--- config.mk ---
export PLATFORM = sky130hd
export DESIGN_NAME = player_draw_flat
export DESIGN_NICKNAME = d
export VERILOG_FILES = /design/src/rtl/player_draw_pkg.sv /design/src/rtl/vga_if.sv /design/src/rtl/delay.sv /design/src/rtl/player_draw_ctl.sv /design/src/rtl/player_draw.sv /design/src/flat_wrapper.sv
export SDC_FILE = /design/constraint.sdc
export NUM_CORES = 1
export LEC_CHECK = 0
export ABC_AREA = 1
export BUFFER_PORTS_ARGS = -buffer_cell sky130_fd_sc_hd__buf_2
export CAP_MARGIN = 20
export CORE_UTILIZATION = 52
export CTS_BUF_LIST = sky130_fd_sc_hd__clkbuf_8
export CTS_CLUSTER_DIAMETER = 120
export DETAILED_ROUTE_END_ITERATION = 10
export GPL_TIMING_DRIVEN = 0
export PLACE_DENSITY = 0.76
export SYNTH_ARGS = -nofsm -noshare
export SYNTH_HDL_FRONTEND = slang
export SYNTH_SLANG_ARGS = --single-unit
--- constraint.sdc ---
create_clock -name clk -period 2.9 [get_ports clk]
set_input_delay 0.87 -clock clk [delete_from_list [all_inputs] [get_ports clk]]
set_output_delay 0.87 -clock clk [all_outputs]
set_load 0.02 [all_outputs]
--- src/rtl/player_draw_pkg.sv ---
// Shared types and constants for the player overlay stage and its VGA timing bus.
package player_draw_pkg;

    localparam int unsigned HOR_PIXELS  = 1024;
    localparam int unsigned VER_PIXELS  = 768;
    localparam int unsigned COORD_W     = 11;
    localparam int unsigned RGB_W       = 12;
    localparam int unsigned SPRITE_SIZE = 32;
    localparam int unsigned SPR_W       = $clog2(SPRITE_SIZE);
    localparam int unsigned ADDR_W      = 2 * SPR_W;

    localparam logic [RGB_W-1:0] TRANSP_RGB_DEF = 12'hF0F;

    typedef enum logic [1:0] {IDLE, GROUND, RISE, FALL} player_state_t;

    typedef struct packed {
        logic [COORD_W-1:0] vcount;
        logic               vsync;
        logic               vblnk;
        logic [COORD_W-1:0] hcount;
        logic               hsync;
        logic               hblnk;
        logic [RGB_W-1:0]   rgb;
    } vga_timing_t;

endpackage

--- src/rtl/vga_if.sv ---
// VGA timing plus pixel colour passed between overlay stages.
interface vga_if;
    import player_draw_pkg::*;

    logic [COORD_W-1:0] vcount;
    logic               vsync;
    logic               vblnk;
    logic [COORD_W-1:0] hcount;
    logic               hsync;
    logic               hblnk;
    logic [RGB_W-1:0]   rgb;

    modport in  (input  vcount, vsync, vblnk, hcount, hsync, hblnk, rgb);
    modport out (output vcount, vsync, vblnk, hcount, hsync, hblnk, rgb);
endinterface

--- src/rtl/delay.sv ---
// Generic N-stage register delay line with synchronous active-low clear.
module delay #(
    parameter int unsigned WIDTH   = 1,
    parameter int unsigned CLK_DEL = 1
) (
    input  logic             clk,
    input  logic             rst,
    input  logic [WIDTH-1:0] din,
    output logic [WIDTH-1:0] dout
);
    logic [WIDTH-1:0] stage [CLK_DEL];

    always_ff @(posedge clk) begin
        if (!rst) begin
            for (int i = 0; i < int'(CLK_DEL); i++) stage[i] <= '0;
        end else begin
            stage[0] <= din;
            for (int i = 1; i < int'(CLK_DEL); i++) stage[i] <= stage[i-1];
        end
    end

    assign dout = stage[CLK_DEL-1];
endmodule

--- src/rtl/player_draw_ctl.sv ---
// Player position, jump FSM and frame-tick detection; updates once per frame.
// PLAYER_MIRROR_EN adds the facing register used for horizontal sprite mirroring.
module player_draw_ctl
    import player_draw_pkg::*;
#(
    parameter int unsigned X_START     = 64,
    parameter int unsigned GROUND_Y    = 704,
    parameter int unsigned X_STEP      = 4,
    parameter int unsigned JUMP_STEP   = 6,
    parameter int unsigned JUMP_FRAMES = 16
) (
    input  logic               clk,
    input  logic               rst,
    input  logic               start_game,
    input  logic               move_left,
    input  logic               move_right,
    input  logic               jump,
    input  logic               vblnk,
    output logic [COORD_W-1:0] x,
    output logic [COORD_W-1:0] y,
    output player_state_t      state
`ifdef PLAYER_MIRROR_EN
    ,
    output logic               facing_left
`endif
);
    localparam int unsigned CNT_W = $clog2(JUMP_FRAMES);
    localparam int unsigned EXT_W = COORD_W + 1;
    localparam int unsigned X_MAX = HOR_PIXELS - SPRITE_SIZE;

    player_state_t      state_nxt;
    logic [COORD_W-1:0] x_nxt, y_nxt;
    logic [CNT_W-1:0]   cnt, cnt_nxt;
    logic [EXT_W-1:0]   x_w, y_w;
    logic               vblnk_q, tick;
`ifdef PLAYER_MIRROR_EN
    logic               facing_nxt;
`endif

    assign tick = vblnk & ~vblnk_q;
    assign x_w  = {1'b0, x};
    assign y_w  = {1'b0, y};

    // Next-state: start_game low overrides everything, otherwise act on frame ticks only.
    always_comb begin
        state_nxt = state;
        x_nxt     = x;
        y_nxt     = y;
        cnt_nxt   = cnt;
`ifdef PLAYER_MIRROR_EN
        facing_nxt = facing_left;
`endif
        if (!start_game) begin
            state_nxt = IDLE;
            x_nxt     = COORD_W'(X_START);
            y_nxt     = COORD_W'(GROUND_Y);
        end else if (tick) begin
            if (state != IDLE) begin
                if (move_left && !move_right) begin
                    x_nxt = (x_w >= EXT_W'(X_STEP)) ? COORD_W'(x_w - EXT_W'(X_STEP)) : '0;
`ifdef PLAYER_MIRROR_EN
                    facing_nxt = 1'b1;
`endif
                end else if (move_right && !move_left) begin
                    x_nxt = (x_w + EXT_W'(X_STEP) <= EXT_W'(X_MAX)) ?
                            COORD_W'(x_w + EXT_W'(X_STEP)) : COORD_W'(X_MAX);
`ifdef PLAYER_MIRROR_EN
                    facing_nxt = 1'b0;
`endif
                end
            end
            case (state)
                IDLE:   state_nxt = GROUND;
                GROUND: begin
                    if (jump) begin
                        state_nxt = RISE;
                        cnt_nxt   = '0;
                    end
                end
                RISE: begin
                    y_nxt = (y_w >= EXT_W'(JUMP_STEP)) ? COORD_W'(y_w - EXT_W'(JUMP_STEP)) : '0;
                    if (cnt == CNT_W'(JUMP_FRAMES - 1)) state_nxt = FALL;
                    else                                cnt_nxt   = cnt + CNT_W'(1);
                end
                FALL: begin
                    if (y_w + EXT_W'(JUMP_STEP) >= EXT_W'(GROUND_Y)) begin
                        y_nxt     = COORD_W'(GROUND_Y);
                        state_nxt = GROUND;
                    end else begin
                        y_nxt = COORD_W'(y_w + EXT_W'(JUMP_STEP));
                    end
                end
            endcase
        end
    end

    always_ff @(posedge clk) begin
        if (!rst) begin
            state   <= IDLE;
            x       <= COORD_W'(X_START);
            y       <= COORD_W'(GROUND_Y);
            cnt     <= '0;
            vblnk_q <= 1'b0;
`ifdef PLAYER_MIRROR_EN
            facing_left <= 1'b0;
`endif
        end else begin
            state   <= state_nxt;
            x       <= x_nxt;
            y       <= y_nxt;
            cnt     <= cnt_nxt;
            vblnk_q <= vblnk;
`ifdef PLAYER_MIRROR_EN
            facing_left <= facing_nxt;
`endif
        end
    end
endmodule

--- src/rtl/player_draw.sv ---
// Overlays the 32x32 player sprite on the VGA stream with 3-clk latency.
// PLAYER_MIRROR_EN mirrors the sprite horizontally while the player faces left.
module player_draw
    import player_draw_pkg::*;
#(
    parameter int unsigned      X_START     = 64,
    parameter int unsigned      GROUND_Y    = 704,
    parameter int unsigned      X_STEP      = 4,
    parameter int unsigned      JUMP_STEP   = 6,
    parameter int unsigned      JUMP_FRAMES = 16,
    parameter logic [RGB_W-1:0] TRANSP_RGB  = TRANSP_RGB_DEF
) (
    input  logic              clk,
    input  logic              rst,
    input  logic              start_game,
    input  logic              move_left,
    input  logic              move_right,
    input  logic              jump,
    input  logic [RGB_W-1:0]  rgb_pixel,
    output logic [ADDR_W-1:0] pixel_addr,
    vga_if.in                 in,
    vga_if.out                out
);
    localparam int unsigned EXT_W = COORD_W + 1;

    logic [COORD_W-1:0] x, y;
    player_state_t      state;
    logic [EXT_W-1:0]   h_w, v_w, x_w, y_w;
    logic [SPR_W-1:0]   dx_c, dy_c;
    logic               hit_c, hit_q1, hit_q2;
    vga_timing_t        tim_in, tim_d;
`ifdef PLAYER_MIRROR_EN
    logic               facing_left;
`endif

    player_draw_ctl #(
        .X_START     (X_START),
        .GROUND_Y    (GROUND_Y),
        .X_STEP      (X_STEP),
        .JUMP_STEP   (JUMP_STEP),
        .JUMP_FRAMES (JUMP_FRAMES)
    ) u_ctl (
        .clk         (clk),
        .rst         (rst),
        .start_game  (start_game),
        .move_left   (move_left),
        .move_right  (move_right),
        .jump        (jump),
        .vblnk       (in.vblnk),
        .x           (x),
        .y           (y),
        .state       (state)
`ifdef PLAYER_MIRROR_EN
        ,
        .facing_left (facing_left)
`endif
    );

    assign h_w = {1'b0, in.hcount};
    assign v_w = {1'b0, in.vcount};
    assign x_w = {1'b0, x};
    assign y_w = {1'b0, y};

    // Inclusive sprite box test; blanking and IDLE suppress drawing.
    assign hit_c = (state != IDLE) && !in.hblnk && !in.vblnk &&
                   (h_w >= x_w) && (h_w <= x_w + EXT_W'(SPRITE_SIZE - 1)) &&
                   (v_w >= y_w) && (v_w <= y_w + EXT_W'(SPRITE_SIZE - 1));

    assign dy_c = SPR_W'(v_w - y_w);

    always_comb begin
        dx_c = SPR_W'(h_w - x_w);
`ifdef PLAYER_MIRROR_EN
        if (facing_left) dx_c = SPR_W'(SPRITE_SIZE - 1) - dx_c;
`endif
    end

    always_comb begin
        tim_in.vcount = in.vcount;
        tim_in.vsync  = in.vsync;
        tim_in.vblnk  = in.vblnk;
        tim_in.hcount = in.hcount;
        tim_in.hsync  = in.hsync;
        tim_in.hblnk  = in.hblnk;
        tim_in.rgb    = in.rgb;
    end

    delay #(
        .WIDTH   ($bits(vga_timing_t)),
        .CLK_DEL (2)
    ) u_delay (
        .clk  (clk),
        .rst  (rst),
        .din  (tim_in),
        .dout (tim_d)
    );

    // C1: ROM address (held on a miss) and hit flag pipeline.
    always_ff @(posedge clk) begin
        if (!rst) begin
            pixel_addr <= '0;
            hit_q1     <= 1'b0;
            hit_q2     <= 1'b0;
        end else begin
            if (hit_c) pixel_addr <= {dy_c, dx_c};
            hit_q1 <= hit_c;
            hit_q2 <= hit_q1;
        end
    end

    // C3: compose sprite over background, transparent colour lets background through.
    always_ff @(posedge clk) begin
        if (!rst) begin
            out.vcount <= '0;
            out.vsync  <= 1'b0;
            out.vblnk  <= 1'b0;
            out.hcount <= '0;
            out.hsync  <= 1'b0;
            out.hblnk  <= 1'b0;
            out.rgb    <= '0;
        end else begin
            out.vcount <= tim_d.vcount;
            out.vsync  <= tim_d.vsync;
            out.vblnk  <= tim_d.vblnk;
            out.hcount <= tim_d.hcount;
            out.hsync  <= tim_d.hsync;
            out.hblnk  <= tim_d.hblnk;
            out.rgb    <= (hit_q2 && (rgb_pixel != TRANSP_RGB)) ? rgb_pixel : tim_d.rgb;
        end
    end
endmodule
--- src/flat_wrapper.sv ---
// flat-port wrapper written by rule: the top's interface ports become plain ports
module player_draw_flat import player_draw_pkg::*;
#(
    parameter int unsigned      X_START     = 64,
    parameter int unsigned      GROUND_Y    = 704,
    parameter int unsigned      X_STEP      = 4,
    parameter int unsigned      JUMP_STEP   = 6,
    parameter int unsigned      JUMP_FRAMES = 16,
    parameter logic [RGB_W-1:0] TRANSP_RGB  = TRANSP_RGB_DEF
)
  (clk, rst, start_game, move_left, move_right, jump, rgb_pixel, pixel_addr, in_vcount, in_vsync, in_vblnk, in_hcount, in_hsync, in_hblnk, in_rgb, out_vcount, out_vsync, out_vblnk, out_hcount, out_hsync, out_hblnk, out_rgb);
  vga_if in_i ();
  vga_if out_i ();
  input  logic clk;
  input  logic rst;
  input  logic start_game;
  input  logic move_left;
  input  logic move_right;
  input  logic jump;
  input  logic [RGB_W-1:0] rgb_pixel;
  output logic [ADDR_W-1:0] pixel_addr;
  input wire logic [$bits(in_i.vcount)-1:0] in_vcount;
  input wire logic [$bits(in_i.vsync)-1:0] in_vsync;
  input wire logic [$bits(in_i.vblnk)-1:0] in_vblnk;
  input wire logic [$bits(in_i.hcount)-1:0] in_hcount;
  input wire logic [$bits(in_i.hsync)-1:0] in_hsync;
  input wire logic [$bits(in_i.hblnk)-1:0] in_hblnk;
  input wire logic [$bits(in_i.rgb)-1:0] in_rgb;
  output wire logic [$bits(out_i.vcount)-1:0] out_vcount;
  output wire logic [$bits(out_i.vsync)-1:0] out_vsync;
  output wire logic [$bits(out_i.vblnk)-1:0] out_vblnk;
  output wire logic [$bits(out_i.hcount)-1:0] out_hcount;
  output wire logic [$bits(out_i.hsync)-1:0] out_hsync;
  output wire logic [$bits(out_i.hblnk)-1:0] out_hblnk;
  output wire logic [$bits(out_i.rgb)-1:0] out_rgb;
  assign in_i.vcount = in_vcount;
  assign in_i.vsync = in_vsync;
  assign in_i.vblnk = in_vblnk;
  assign in_i.hcount = in_hcount;
  assign in_i.hsync = in_hsync;
  assign in_i.hblnk = in_hblnk;
  assign in_i.rgb = in_rgb;
  assign out_vcount = out_i.vcount;
  assign out_vsync = out_i.vsync;
  assign out_vblnk = out_i.vblnk;
  assign out_hcount = out_i.hcount;
  assign out_hsync = out_i.hsync;
  assign out_hblnk = out_i.hblnk;
  assign out_rgb = out_i.rgb;
  player_draw #(.X_START(X_START), .GROUND_Y(GROUND_Y), .X_STEP(X_STEP), .JUMP_STEP(JUMP_STEP), .JUMP_FRAMES(JUMP_FRAMES), .TRANSP_RGB(TRANSP_RGB)) u_core (.clk(clk), .rst(rst), .start_game(start_game), .move_left(move_left), .move_right(move_right), .jump(jump), .rgb_pixel(rgb_pixel), .pixel_addr(pixel_addr), .in(in_i), .out(out_i));
endmodule
After elaboration in Yosys (flattened, before gate mapping):

Memory sizes are Yosys's and may differ from the RTL's.
Cells that the tools add are included.

* register bits after elaboration: 79
* bits in writable memories: 76
* input port bits: 56
* word-level logic and storage cells: 88
* memories: 1

Memories
* u_core.u_delay.stage: depth 2, width 38, read ports 2, clocked after memory_dff 0, wr ports 2, line delay.sv:11 `logic [WIDTH-1:0] stage [CLK_DEL];`

* add/subtract/negate cells: 9
* magnitude comparators: 8
* equality and inequality tests: 9
* multiplexer cells: 19
* bitwise logic cells: 4
* reductions and logical operators: 23

Operator list (count)
* 38-bit two-way mux: 2
* 11-bit two-way mux: 6
* 11-bit by 3-bit adder with 12-bit output, second input constant: 2
* 11-bit by 5-bit adder with 12-bit output, second input constant: 2
* 11-bit by 12-bit less-or-equal comparator with 1-bit output: 2
* 11-bit greater-or-equal comparator: 2
* 11-bit by 3-bit greater-or-equal comparator with 1-bit output, second input constant: 2
* 11-bit case mux with 2 select lines: 1
* 11-bit by 3-bit subtractor with 11-bit output, second input constant: 2
* 12-bit by 10-bit greater-or-equal comparator with 1-bit output, second input constant: 1
* 12-bit by 10-bit less-or-equal comparator with 1-bit output, second input constant: 1
* 12-bit two-way mux: 1
* 12-bit inequality test, second input constant: 1
* 5-bit subtractor: 2
* 1-bit logical AND: 9
* 4-bit two-way mux: 2
* 2-bit inequality test, second input constant: 4
* 2-bit case mux with 4 select lines: 1
* 4-bit case mux with 2 select lines: 1
* 2-bit nonzero test: 4
* 2-bit two-way mux: 3
* 5-bit AND reduction: 1
* 4-bit by 1-bit adder with 4-bit output, second input constant: 1
* 2-bit equality test, second input constant: 2
* other kinds (11): 17

Logic depth before layout (Yosys ltp):

* word-level depth: 7
* depth in mapped cells: 19
* mapped depth without buffers: 19

By module:

From an unflattened synthesis, not the netlist that was laid out.

* cells, all modules: 1110
* area total of the unflattened synthesis: 8065.2 µm²

By module, submodules not included
* player_draw: times used 1, cells each 479, area each 3360.7 µm², sequential area each 1001.0 µm²
* delay: times used 1, cells each 274, area each 2427.3 µm², sequential area each 1521.5 µm²
* player_draw_ctl: times used 1, cells each 357, area each 2277.2 µm², sequential area each 520.5 µm²

Worst setup path before layout:

OpenSTA, ideal clock, no wires.

* kind: register -> register
* from: register u_core.u_ctl.x[2]
* to: register u_core.pixel_addr[2]
* data arrival time: 2.542 ns
* path slack: 0.245 ns
* stages on the path, launching flop included: 20
* buffers on the path: 0
* clock period less this slack: 2.655 ns
* path through: dfxtp_1 inv_1 ha_1 nand2_1 nand2_1 nor3_1 xor2_1 inv_1 ha_1 nand2_1 nor2_1 nand3_1 o21ai_2 inv_1 nand2_1 nand2_1 nor2_4 nand3_1 nand2_1 nor2_1

* longest elaborated chain between the ends: 5

RTL lines
* from (decl): line player_draw_ctl.sv:19 `output logic [COORD_W-1:0] x,`
* from (signal assigned): line player_draw_ctl.sv:100 `x <= COORD_W'(X_START);`
* from (signal assigned): line player_draw_ctl.sv:109 `x <= x_nxt;`
* 11-bit by 5-bit adder with 12-bit output or 11-bit greater-or-equal comparator (tied branches): line player_draw.sv:66 `(h_w >= x_w) && (h_w <= x_w + EXT_W'(SPRITE_SIZE - 1)) &&`
* 11-bit by 12-bit less-or-equal comparator with 1-bit output or 1-bit logical AND (tied branches): line player_draw.sv:66, player_draw.sv:65
* 1-bit logical AND (2 in series): line player_draw.sv:66
* 1-bit logical AND: line player_draw.sv:67 `(v_w >= y_w) && (v_w <= y_w + EXT_W'(SPRITE_SIZE - 1));`
* to (signal assigned): line player_draw.sv:105 `if (hit_c) pixel_addr <= {dy_c, dx_c};`
* to (decl): line player_draw.sv:20 `output logic [ADDR_W-1:0] pixel_addr,`

Several ways; a longest one is shown, not always the timed one.
A chain may end at the register's enable or synchronous reset.

Worst setup path after layout:

* from: register u_core.u_ctl.x[3]
* to: register u_core.pixel_addr[3]

The elaborated chain is that of the path after synthesis.

==> metrics.md <==
| Metric | Value |
|---|---|
| DRT antenna net count | 0 |
| CTS buffer count | 17 |
| Post-synthesis cell type count | 45 |
| PortBufs | 102 |
| Routed wire length | 15600 um |
| Fin util | 0.631 |
| Worst Tran Pin Value | between 0.5 and 0.6 ns |
| Clk pin slew, worst setup/hold paths | 0.09 ns |
| Synth Warn # | 0 |
| Slew HR | 0.620 |
| Crit Path Category | flop to flop |
| Async S/R FF share, synth | 0 |
| NumNets Final | roughly 1200 |
| Max Slew Vio Count | 0 |
| Die width | 120 um |
| Fillers | 1236 |
| Maximum clock path buffer count | 2 |
| Initial Utilization | 0.540 |
| Power Density | 490 nW/um^2 |
| Largest net degree at the start of global routing | 17 |
| Clock Sinks | 151 |
| DR DRC count | 0 |
| Total number of vias | 6158 |
| Iter 0 DRT Violations | about 340 |
| Root Buffer | clkbuf_8 |
| Fmax | between 300 and 400 MHz |
| WP data arrival | between 3 and 4 ns |
| Core area | 13400 um^2 |
| Critical-path top delay cell | dfxtp_4 |
| Gpl congestion | 0.923 |
| Mean area per synthesized cell | 7.39 um^2 |
| Global route overflow | 0 |
| CP max FO | 6 |
| Startpoint Class | flop |
| Crit share post-route | 0.931 |
| Most used DFF post-synth | dfxtp_1 |
| Critical Path Max Stage Delay | between 0.3 and 0.4 ns |
| Reg-to-reg slack, setup | 0.20 ns |
| Min Hold Slack | approximately 0.4 ns |
| IO Pins | 104 |
| Crit-path cells | inv_1, ha_2, nand2_1, nand2_1, nor3_2, xor2_1, inv_1, ha_1, nand2_1, nor2_1, nand3_1, o21ai_2, inv_1, nand2_2, nand2_2, nor2_4, nand3_1, nand2_1, nor2_1 |
| Synth Register Bits | 151 |
| Syn Inst Count | 978 |
| Worst path bufs/invs | 3 |
| Mean routed wirelength per cell | 12.1 um |
| TritonRoute pass-1 iters | 5 |
| Setup TNS | 0 ns |
| Total GRT Usage | 0.227 |
| Yosys top cell area share | 0.418 |
| H-Tree Level Count | 4 |
| Most frequent CP cell | nand2_1 |
| Clock Skew | 0.0162 ns |
| Number of global-route vias before repair | 5524 |
| Leakage | 4.80 nW |
| CTS Hold Bufs | 0 |
| N_diodes | 0 |
| Share of cells above drive strength 1 | 0.166 |
| First-pass GRT wire length | between 20000 and 30000 um |
| CTS tree | done |
| Min Tclk post-route | 2.70 ns |
| Die height | ~120 um |
| Post-DP HPWL | ~12000 um |
| DIE AREA | 14400 um^2 |
| Initial antenna violation count | 0 |
| Final setup fails | 0 |
| Worst Hold Class | flop to flop |
| Worst EP required | 3.24 ns |
| EDFF count, synth | 0 |
| RSZ-0062 raised after global routing | false |
| Post-Syn Area | 7230 um^2 |
| Max VDD drop | 271 uV |
| Status | complete, no violations |
| Final hold vios | 0 |
| Non-Filler Cell Area, Final | 8450 um^2 |
| Area Growth Syn to Fin | 16.9% |
| Crit end category | flop |
| Cells taking the most area after synthesis | dfxtp_1 (42%), nand2_1 (12%), inv_1 (9.4%), ha_1 (9.2%), nor2_1 (4.5%) |
| Vias per inst | 4.76 |
| Cell Rows | 42 |
| Max-cap viol count | 0 |
| Top delay family on crit path | simple AND/OR/NAND/NOR gates |
| Area leader, netlist | dfxtp_1 |
| Seq/Total Area, Yosys | 0.418 |
| Worst-Skew Late Latency | 0.45 ns |
| Post-DP Area | 7970 um^2 |
-- synthesized netlist by cell type (2+ instances only) --
| master | instances |
|---|---|
| a21o_1 | 4 |
| a21oi_1 | 43 |
| a31oi_1 | 3 |
| buf_1 | 5 |
| buf_2 | 4 |
| buf_4 | 4 |
| buf_6 | 3 |
| clkbuf_1 | 14 |
| conb_1 | 2 |
| dfxtp_1 | 151 |
| ha_1 | 53 |
| inv_1 | 182 |
| nand2_1 | 240 |
| nand2_2 | 6 |
| nand3_1 | 44 |
| nand3_2 | 3 |
| nand4_1 | 9 |
| nor2_1 | 87 |
| nor2_2 | 3 |
| nor2_4 | 4 |
| nor3_1 | 13 |
| o21a_1 | 3 |
| o21ai_0 | 41 |
| o21ai_2 | 2 |
| or2_2 | 4 |
| xnor2_1 | 4 |
| xor2_1 | 29 |
-- worst paths after layout --
path,from,end,cells after the start
setup reg to reg,u_core.u_ctl.x[3],u_core.pixel_addr[3],19
setup / recovery,u_core.u_ctl.x[3],u_core.pixel_addr[3],19
hold / removal,u_core.u_delay.stage[0][16],u_core.u_delay.stage[0][54],2
hold reg to reg,u_core.u_delay.stage[0][16],u_core.u_delay.stage[0][54],2
-- what timing repair did --
action / CTS / global route
cloned: 0 / 2
buffers inserted: 0 / 2
setup endpoints to repair: 11 / 11
pin swaps: 0 / 3
gates resized for setup: 4 / 10
-- worst min-delay path, delay by kind of cell, from the launching register on --
family | cells | cell delay, ns
buf+inv | 1 | 0.04
flops | 1 | 0.31
simple gates | 1 | 0.04
-- metrics by stage --
stage	setup WS, ns	instances	power [W]
4_1_cts	0.0432	1289	0.00419
5_1_grt	0.00467	1293	0.00433
2_1_floorplan	0.245	979	0.00240
3_5_place_dp	-0.150	1257	0.00252
6_report	0.199	1293	0.00414
3_3_place_gp	-0.102	1257	0.00251
-- report_power, final --
group / leakage (nW) / internal [W] / switching (W)
logic: 3.34 / 0.000119 / 0.000206
clock network: 0.212 / 0.000857 / 0.000806
registers: 1.24 / 0.00213 / 0.0000173
-- flip-flops by register name, indices dropped and copies added, names as in the netlist --
name / count
u_core.out.vblnk: 1
u_core.out.rgb: 12
u_core.out.hcount: 11
u_core.u_ctl.state: 2
u_core.out.vcount: 11
u_core.out.hblnk: 1
u_core.u_ctl.cnt: 4
u_core.u_delay.stage: 76
u_core.out.hsync: 1
u_core.hit_q1: 1
u_core.hit_q2: 1
u_core.pixel_addr: 10
u_core.u_ctl.x: 9
u_core.out.vsync: 1
u_core.u_ctl.y: 10
-- cells by family after synthesis --
logic type | synth area share
AO/OA/AOI/OAI | 0.0772
XOR/XNOR | 0.0400
adder cells (fa/ha/maj) | 0.0945
buffers and inverters | 0.118
flip-flops | 0.418
other | 0.00104
AND/OR/NAND/NOR | 0.252
-- area by class of cell --
cell class	count	area (um^2)	share of cell area
repair buffers	104	526	0.0622
flip-flops and latches	151	3030	0.359
inverters	184	696	0.0823
well taps	176	220	0.0261
plain buffers	30	155	0.0184
clock buffers	17	234	0.0277
clock inverters	15	178	0.0210
multi-input cells	616	3410	0.403
-- per-layer routing --
metal	GRT usage	vias to the layer above	wire length [um]
met5	0	-	0
met4	0.0859	0	335
met3	0.0518	28	869
met2	0.369	169	7180
met1	0.292	2721	7240
li1	-	3240	-
-- cell usage in the layout, fill, tap and decap left out, drive strengths merged, types with 29 or more instances in the layout --
cell,n
nor2,97
clkbuf,31
xor2,29
inv,192
a21oi,44
buf,120
nand3,47
o21ai,44
ha,53
nand2,247
dfxtp,151
Note: power is estimated with default switching activity, not from simulation.
